**config.mk**
```make
export PLATFORM = sky130hd
export DESIGN_NAME = ddc_agc
export DESIGN_NICKNAME = d
export VERILOG_FILES = /design/src/rtl/ddc_agc.sv
export SDC_FILE = /design/constraint.sdc
export NUM_CORES = 1
export LEC_CHECK = 0
export BUFFER_PORTS_ARGS = -buffer_cell sky130_fd_sc_hd__buf_4
export CAP_MARGIN = 40
export CORE_UTILIZATION = 57
export CTS_CLUSTER_SIZE = 16
export DETAILED_ROUTE_END_ITERATION = 6
export PLACE_DENSITY = 0.81
export SYNTH_ARGS = -nofsm -noshare
export SYNTH_HDL_FRONTEND = slang
export SYNTH_SLANG_ARGS = --single-unit
export TNS_END_PERCENT = 50
```
**constraint.sdc**
```tcl
create_clock -name clk -period 7.4 [get_ports clk]
set_input_delay 0.37 -clock clk [delete_from_list [all_inputs] [get_ports clk]]
set_output_delay 0.37 -clock clk [all_outputs]
set_load 0.01 [all_outputs]
```
**src/rtl/ddc_agc.sv**
```systemverilog
// Automatic gain control for the DDC post-CIC shift: block peak detection,
// hysteretic one-step shift changes and a settle hold after each change.
module ddc_agc #(
  parameter int osz      = 16,
  parameter int BLK_LOG2 = 10,
  parameter int HI_THR   = 16384,
  parameter int LO_THR   = 4096,
  parameter int SAT_THR  = 1,
  parameter int HOLD_BLK = 2
) (
  input  logic                  clk,
  input  logic                  reset,
  input  logic                  valid,
  input  logic signed [osz-1:0] i_in,
  input  logic signed [osz-1:0] q_in,
  input  logic [6:0]            sathld,
  input  logic                  agc_ena,
  input  logic [2:0]            man_shf,
  output logic [2:0]            cic_shf,
  output logic [osz-1:0]        peak,
  output logic                  step_up,
  output logic                  step_dn,
  output logic [1:0]            state
);

  // Input handshake: valid is a one-cycle strobe with no back-pressure; every
  // cycle with valid=1 carries exactly one new I/Q sample that must be taken.

  typedef enum logic [1:0] {
    S_MANUAL  = 2'd0,
    S_MEASURE = 2'd1,
    S_DECIDE  = 2'd2,
    S_SETTLE  = 2'd3
  } state_t;

  localparam int SW = (HOLD_BLK > 1) ? $clog2(HOLD_BLK) : 1;
  localparam logic [SW-1:0]       SETTLE_LAST = SW'(HOLD_BLK - 1);
  localparam logic [SW-1:0]       SETTLE_ONE  = SW'(1);
  localparam logic [osz-1:0]      MAG_MAX     = {1'b0, {(osz-1){1'b1}}};
  localparam logic [osz-1:0]      MAG_ONE     = osz'(1);
  localparam logic [osz-1:0]      HI_LIM      = osz'(HI_THR);
  localparam logic [osz-1:0]      LO_LIM      = osz'(LO_THR);
  localparam logic [6:0]          SAT_LIM     = 7'(SAT_THR);
  localparam logic [BLK_LOG2-1:0] CNT_ONE     = BLK_LOG2'(1);
  localparam logic [2:0]          SHF_MAX     = 3'd7;

  state_t                st, st_nxt;
  logic [osz-1:0]        acc;
  logic [BLK_LOG2-1:0]   blk_cnt;
  logic [SW-1:0]         settle_cnt;
  logic [6:0]            sat_l;
  logic [osz-1:0]        mag_i, mag_q, smp_mag, acc_max;
  logic                  blk_end;
  logic                  want_dn, want_up;
  logic [2:0]            cic_nxt;
  logic                  up_nxt, dn_nxt;

  // Two's-complement magnitude; the most negative code has no positive
  // counterpart, so it clamps to the largest positive value.
  function automatic logic [osz-1:0] abs_sat(input logic [osz-1:0] x);
    logic [osz-1:0] neg;
    neg = ~x + MAG_ONE;
    if (!x[osz-1])
      abs_sat = x;
    else if (neg[osz-1])
      abs_sat = MAG_MAX;
    else
      abs_sat = neg;
  endfunction

  always_comb begin
    mag_i   = abs_sat(i_in);
    mag_q   = abs_sat(q_in);
    smp_mag = (mag_i > mag_q) ? mag_i : mag_q;
    acc_max = (smp_mag > acc) ? smp_mag : acc;
    blk_end = valid && (st != S_MANUAL) && (&blk_cnt);
  end

  // Decision terms, evaluated against the peak and saturation latched at
  // the previous block end; down wins over up.
  always_comb begin
    want_dn = ((sat_l >= SAT_LIM) || (peak >= HI_LIM)) && (cic_shf != 3'd0);
    want_up = (sat_l == 7'd0) && (peak < LO_LIM) && (cic_shf != SHF_MAX);
  end

  // FSM: state register
  always_ff @(posedge clk) begin
    if (reset)
      st <= S_MANUAL;
    else
      st <= st_nxt;
  end

  // FSM: next-state logic
  always_comb begin
    st_nxt = st;
    if (!agc_ena) begin
      st_nxt = S_MANUAL;
    end else begin
      case (st)
        S_MANUAL:  st_nxt = S_MEASURE;
        S_MEASURE: if (blk_end) st_nxt = S_DECIDE;
        S_DECIDE:  st_nxt = (want_dn || want_up) ? S_SETTLE : S_MEASURE;
        S_SETTLE:  if (blk_end && (settle_cnt == SETTLE_LAST)) st_nxt = S_MEASURE;
        default:   st_nxt = S_MANUAL;
      endcase
    end
  end

  // FSM: output logic (next values for the registered shift and pulses)
  always_comb begin
    cic_nxt = cic_shf;
    up_nxt  = 1'b0;
    dn_nxt  = 1'b0;
    if (!agc_ena) begin
      cic_nxt = man_shf;
    end else if (st == S_DECIDE) begin
      if (want_dn) begin
        cic_nxt = cic_shf - 3'd1;
        dn_nxt  = 1'b1;
      end else if (want_up) begin
        cic_nxt = cic_shf + 3'd1;
        up_nxt  = 1'b1;
      end
    end
  end

  always_ff @(posedge clk) begin
    if (reset) begin
      cic_shf <= 3'd0;
      step_up <= 1'b0;
      step_dn <= 1'b0;
    end else begin
      cic_shf <= cic_nxt;
      step_up <= up_nxt;
      step_dn <= dn_nxt;
    end
  end

  // Block measurement; counting carries on through DECIDE and SETTLE so the
  // block boundaries stay on a fixed grid while AGC is enabled.
  always_ff @(posedge clk) begin
    if (reset) begin
      acc        <= '0;
      blk_cnt    <= '0;
      settle_cnt <= '0;
      sat_l      <= 7'd0;
      peak       <= '0;
    end else if (st == S_MANUAL) begin
      acc        <= '0;
      blk_cnt    <= '0;
      settle_cnt <= '0;
    end else begin
      if (valid) begin
        blk_cnt <= blk_cnt + CNT_ONE;
        acc     <= blk_end ? '0 : acc_max;
      end
      if (blk_end) begin
        peak  <= acc_max;
        sat_l <= sathld;
      end
      if (st == S_DECIDE)
        settle_cnt <= '0;
      else if ((st == S_SETTLE) && blk_end)
        settle_cnt <= settle_cnt + SETTLE_ONE;
    end
  end

  assign state = st;

endmodule
```
# --- After elaboration in Yosys (flattened, before gate mapping) ---
# Index checks and enable logic that the tools add are counted.
classes:
  addsub: 6
  n_lt_le_gt_ge: 5
  n_eq_ne: 8
  n_mux: 17
  bitwise: 5
  reduce_logical: 22
op_table:
  columns: ["operator", "n"]
  rows:
  - ["2-to-1 mux 16 bit", 4]
  - ["2-to-1 mux 15 bit", 3]
  - ["adder 16 x 1 -> 16 bit (second input constant)", 2]
  - ["> comparator 16 bit", 2]
  - ["NOT 16 bit", 2]
  - [">= comparator 16 x 15 -> 1 bit (second input constant)", 1]
  - ["less-than comparator 16 x 13 -> 1 bit (second input constant)", 1]
  - ["2-to-1 mux 3 bit", 4]
  - ["adder 10 x 1 -> 10 bit (second input constant)", 1]
  - ["AND reduction 10 bit", 1]
  - ["case mux 2 bit (4 select lines)", 1]
  - [">= comparator 7 x 1 -> 1 bit (second input constant)", 1]
  - ["logical AND 1 bit", 7]
  - ["zero test 7 bit", 1]
  - ["2-to-1 mux 2 bit", 3]
  - ["AND reduction 2 bit", 3]
  - ["OR reduction 3 bit", 2]
  - ["== test 2 bit (second input constant)", 2]
  - ["inequality test 2 bit (second input constant)", 2]
  - ["OR reduction 2 bit", 2]
  - ["OR reduction 4 bit", 1]
  - ["adder 3 x 1 -> 3 bit (second input constant)", 1]
  - ["inequality test 3 x 1 -> 1 bit (second input constant)", 1]
  - ["inequality test 3 bit (second input constant)", 1]
  - ["10 further kinds", 14]
totals:
  reg_bits: 57
  output_inout_bits: 23

# --- Longest topological paths before layout ---
logic_depth:
  word_depth: 9
  ltp_mapped: 25

# --- Worst setup path before layout ---
# Ideal clock, no wire load.
synth_path:
  kind: "input to register"
  from: "input port i_in[7]"
  to: "register acc[10]"
  setup_ns: 0.060
  t_arrival_ns: 5.306
  slack_ns: 2.035
  cell_stages: 23
  path_buffers: 3
  path_cell_list: "or4_4 or2_4 o41a_1 o21ai_1 inv_1 ha_1 nand4_1 nor4_1 a21boi_0 o31a_1 buf_2 buf_2 mux2i_1 inv_1 ha_1 a21o_1 a21oi_1 o22ai_1 nor3_1 a21o_1 o2bb2ai_1 clkbuf_1 a22o_1"
synth_via:
  elab_chain_len: 9
synth_lines:
  columns: ["item", "line_no", "rtl"]
  rows:
  - ["start: declaration", "14", "input logic signed [osz-1:0] i_in,"]
  - ["NOT 16 bit", "62", "neg = ~x + MAG_ONE;"]
  - ["adder 16 x 1 -> 16 bit", "62", null]
  - ["2-to-1 mux 15 bit", "65", "else if (neg[osz-1])"]
  - ["2-to-1 mux 16 bit (*)", "63", "if (!x[osz-1])"]
  - ["> comparator 16 bit", "74", "smp_mag = (mag_i > mag_q) ? mag_i : mag_q;"]
  - ["2-to-1 mux 16 bit (*)", "74", null]
  - ["> comparator 16 bit", "75", "acc_max = (smp_mag > acc) ? smp_mag : acc;"]
  - ["2-to-1 mux 16 bit (*)", "75", null]
  - ["2-to-1 mux 16 bit (*)", "156", "acc <= blk_end ? '0 : acc_max;"]
  - ["end signal: assignment", "156", null]
  - ["end: declaration", "48", "logic [osz-1:0] acc;"]
# Every way passes the cells marked *; elsewhere a longest branch is shown, timed or not.
# A chain may end at the register's enable or synchronous reset.

# --- Final worst setup path ---
layout_path:
  from: "input port i_in[1]"
  to: "register peak[13]"
layout_via:
  elab_chain_len: 8
layout_lines:
  columns: ["item", "line_no", "rtl"]
  rows:
  - ["NOT 16 bit", "62", null]
  - ["adder 16 x 1 -> 16 bit", "62", null]
  - ["2-to-1 mux 15 bit", "65", null]
  - ["2-to-1 mux 16 bit (*)", "63", null]
  - ["> comparator 16 bit", "74", null]
  - ["2-to-1 mux 16 bit (*)", "74", null]
  - ["> comparator 16 bit", "75", null]
  - ["2-to-1 mux 16 bit (*)", "75", null]
  - ["end signal: assignment", "159", "peak <= acc_max;"]
  - ["end: declaration", "20", "output logic [osz-1:0] peak,"]
# Marked as above.

==> results.yml <==
yosys:
  syn_area_per_cell_um2: 8.07
  synth_edf_count: 0
  synth.top_cells.by_count: "dfxtp_1 (57), inv_1 (52), nand2_1 (51), ha_1 (38), a21oi_1 (33)"
  ys_seq_area_frac: 0.278
  ys.flop_type: "dfxtp_1"
  syn-num-nets: 594
  synthTopCellsByArea: "dfxtp_1 (28%), ha_1 (12%), inv_1 (4.8%), nand2_1 (4.7%), mux2i_1 (4.1%)"
  post-synth-top-count-cell: "dfxtp_1"
  yosys_warnings: 0
  syn_inst: 509
  netlist_area_um2: 4110
  synth_cell_types: 58
  synth-seq-cells: 57
  synthArstFlopShare: 0
  yosysTopAreaCell: "dfxtp_1"
  synth_top_area_share: 0.278
placed_design:
  place_ws_ns: 1.15
  portBuffers: 68
  place_area_um2: 4680
  dpl.hpwl_um: 8120
  place_congestion: 1.01
clock_tree:
  cts-buffers-inserted: 9
  cts.hold.buffers_added: 0
  tritoncts: "done"
  post_cts.repair.setup_buffers: 0
  clock-sinks: 57
  cts_buffer_depth: 2
  cts_max_level: 3
  clk_pin_slew_worst_paths_ns: 0.07
  ctsResizeCount: 0
  clock-root-buffer: "clkbuf_8"
  clk_latency_ns: 0.35
drt:
  routed_wl_um: 10800
  viasPerCell: 6.14
  drcViolationCount: 0
  first_pass_iters: 5
  ant_nets: 0
  wl_per_cell_um: 16.0
  dr.first_iter.drc_count: 283
  vias: 4125
min_path:
  hold_depth: 2
  hp-class: "in -> reg"
  hold_end: "cic_shf[0]"
  holdCritStartpoint: "agc_ena"
critical_path:
  crit_path_start_kind: "input pin"
  max_stage_delay_ns: 0.75
  r2r_slack_ns: 4.95
  crit_fanout: 16
  arrival_ns: 6.38
  r2r_start: "acc[10]"
  crit_type: "in -> reg"
  crit_slowest_cell: "o31a_1"
  reg2reg_to: "peak[13]"
  crit_path_end_kind: "flip-flop"
  required_ns: 7.69
  crit_chain: "buf_4 > or3_4 > or2_0 > o41a_1 > o21ai_1 > inv_1 > ha_1 > nand4_1 > nor4_1 > a21boi_0 > o31a_1 > mux2i_1 > inv_1 > ha_1 > nand4_1 > o41ai_1 > a21oi_1 > nor2_1 > a221o_1"
  r2r_cells: 7
floorplan:
  rows: 30
  die_w_um: 86.9
  pin_count: 69
  core_um2: 6870
  die_height_um: 86.9
  die_area_um2: 7550
  initial_utilization: 0.598
timing:
  min_period_over_period: 0.823
  fin_tns_setup_ns: 0
  fin_crit_ns: 6.09
  finalSetupViolations: 0
  drv_slew: 0
  fmax_ghz: 0.164
  rsz0062_at_grt: "false"
  relSlewSlack: 0.399
  tightestPinTransition_ns: 0.901
  hold_violations: 0
  finalWorstSetupSlack_ns: 1.31
  fin_worst_skew_ns: 0.0134
global_routing:
  overflow: 0
  grt_first_pass_wirelength_um: 17300
  grt_pass1_vias: 3875
  grt_antenna_before_repair: 0
  grt_start_max_net_pins: 25
  grt_use_total: 0.291
pwr:
  p_int_uw: 649
  swShare: 0.294
  power_frac_seq: 0.343
  p_switching_uw: 270
  p_leak_uw: 0.00212
  ir_worst_vdd_mv: 0.0749
  p_per_area_nw_per_um2: 186
  p_comb_frac: 0.254
  power.share.clock: 0.403
final_layout:
  diodes: 0
  final_net_count: 656
  drive_above_1_share: 0.172
  postLayoutCoreUtil: 0.719
  postLayoutCellArea_um2: 4940
  syn2layout_area_growth_pct: 20.3
run_status:
  status: "finished clean"
flow_run:
  cap_violations: 0
-- cell type report --
type                            count  area [um2]
Multi-Input combinational cell    379        2690
Clock buffer                       12         155
Tap cell                           96         120
Fill cell                         541        1930
Sequential cell                    57        1140
Inverter                           53         199
Timing Repair Buffer               71         537
Clock inverter                      4        98.8
-- worst max-delay path, delay by kind of cell --
kind | cells | cell delay [ns]
buf+inv | 3 | 0.29
mux | 1 | 0.50
fa+ha+maj | 2 | 0.64
simple gates | 6 | 1.86
compound gates | 7 | 2.68
-- logic make-up after synthesis --
family,Yosys count,share of synthesized area
and+or+nand+nor,170,0.219
muxes,18,0.0442
DFF,57,0.278
adders and majority gates,39,0.121
xor gates and xnor gates,27,0.0576
AOI/OAI and AO/OA,125,0.213
buffers and inverters,73,0.0676
-- power by group through the flow --
stage	clock network [uW]	logic [uW]	registers, uW
floorplan	0	149	321
global placement	0	216	321
detailed placement	0	226	321
CTS	370	230	315
global route	382	257	315
finish	370	234	315
-- registers in the layout, summed over array words and instances, names as in the netlist --
signal      flops
state           2
blk_cnt        10
acc            16
step_dn         1
peak           16
settle_cnt      1
sat_l           7
cic_shf         3
step_up         1
-- layout by cell type, fill, tap and decap left out, types with 14 or more instances in the layout --
master / Yosys / final
buf_4: 0 / 70
dfxtp_1: 57 / 57
inv_1: 52 / 52
nand2_1: 51 / 51
ha_1: 38 / 38
a21oi_1: 33 / 33
nor2_1: 27 / 27
o21ai_0: 19 / 19
xor2_1: 17 / 17
mux2i_1: 17 / 17
nor3_1: 14 / 14
nand3_1: 14 / 14
nand4_1: 14 / 14
-- routing by layer --
metal,GRT usage,share of wire,vias up
met1,0.337,0.42,1942
li1,-,-,1979
met3,0.0645,0.056,40
met2,0.509,0.49,164
met5,0,0,-
met4,0.139,0.034,0
-- metrics by stage --
| step | std cells | hold WS (ns) | total power [uW] |
|---|---|---|---|
| 6_report | 672 | 0.243 | 919 |
| 3_3_place_gp | 655 | 0.442 | 537 |
| 5_1_grt | 672 | 0.256 | 955 |
| 3_5_place_dp | 656 | 0.450 | 547 |
| 2_1_floorplan | 509 | 0.436 | 471 |
| 4_1_cts | 672 | 0.242 | 915 |
-- how the worst max path moves through the flow --
stage             from        to  cells after the start
6_report       i_in[1]  peak[13]                     19
5_1_grt        i_in[1]   acc[13]                     21
4_1_cts        i_in[1]  peak[13]                     19
3_5_place_dp   i_in[1]    acc[5]                     19
3_3_place_gp   i_in[1]    acc[5]                     19
2_1_floorplan  i_in[7]   acc[10]                     23
Note: power is estimated with default switching activity, not from simulation.
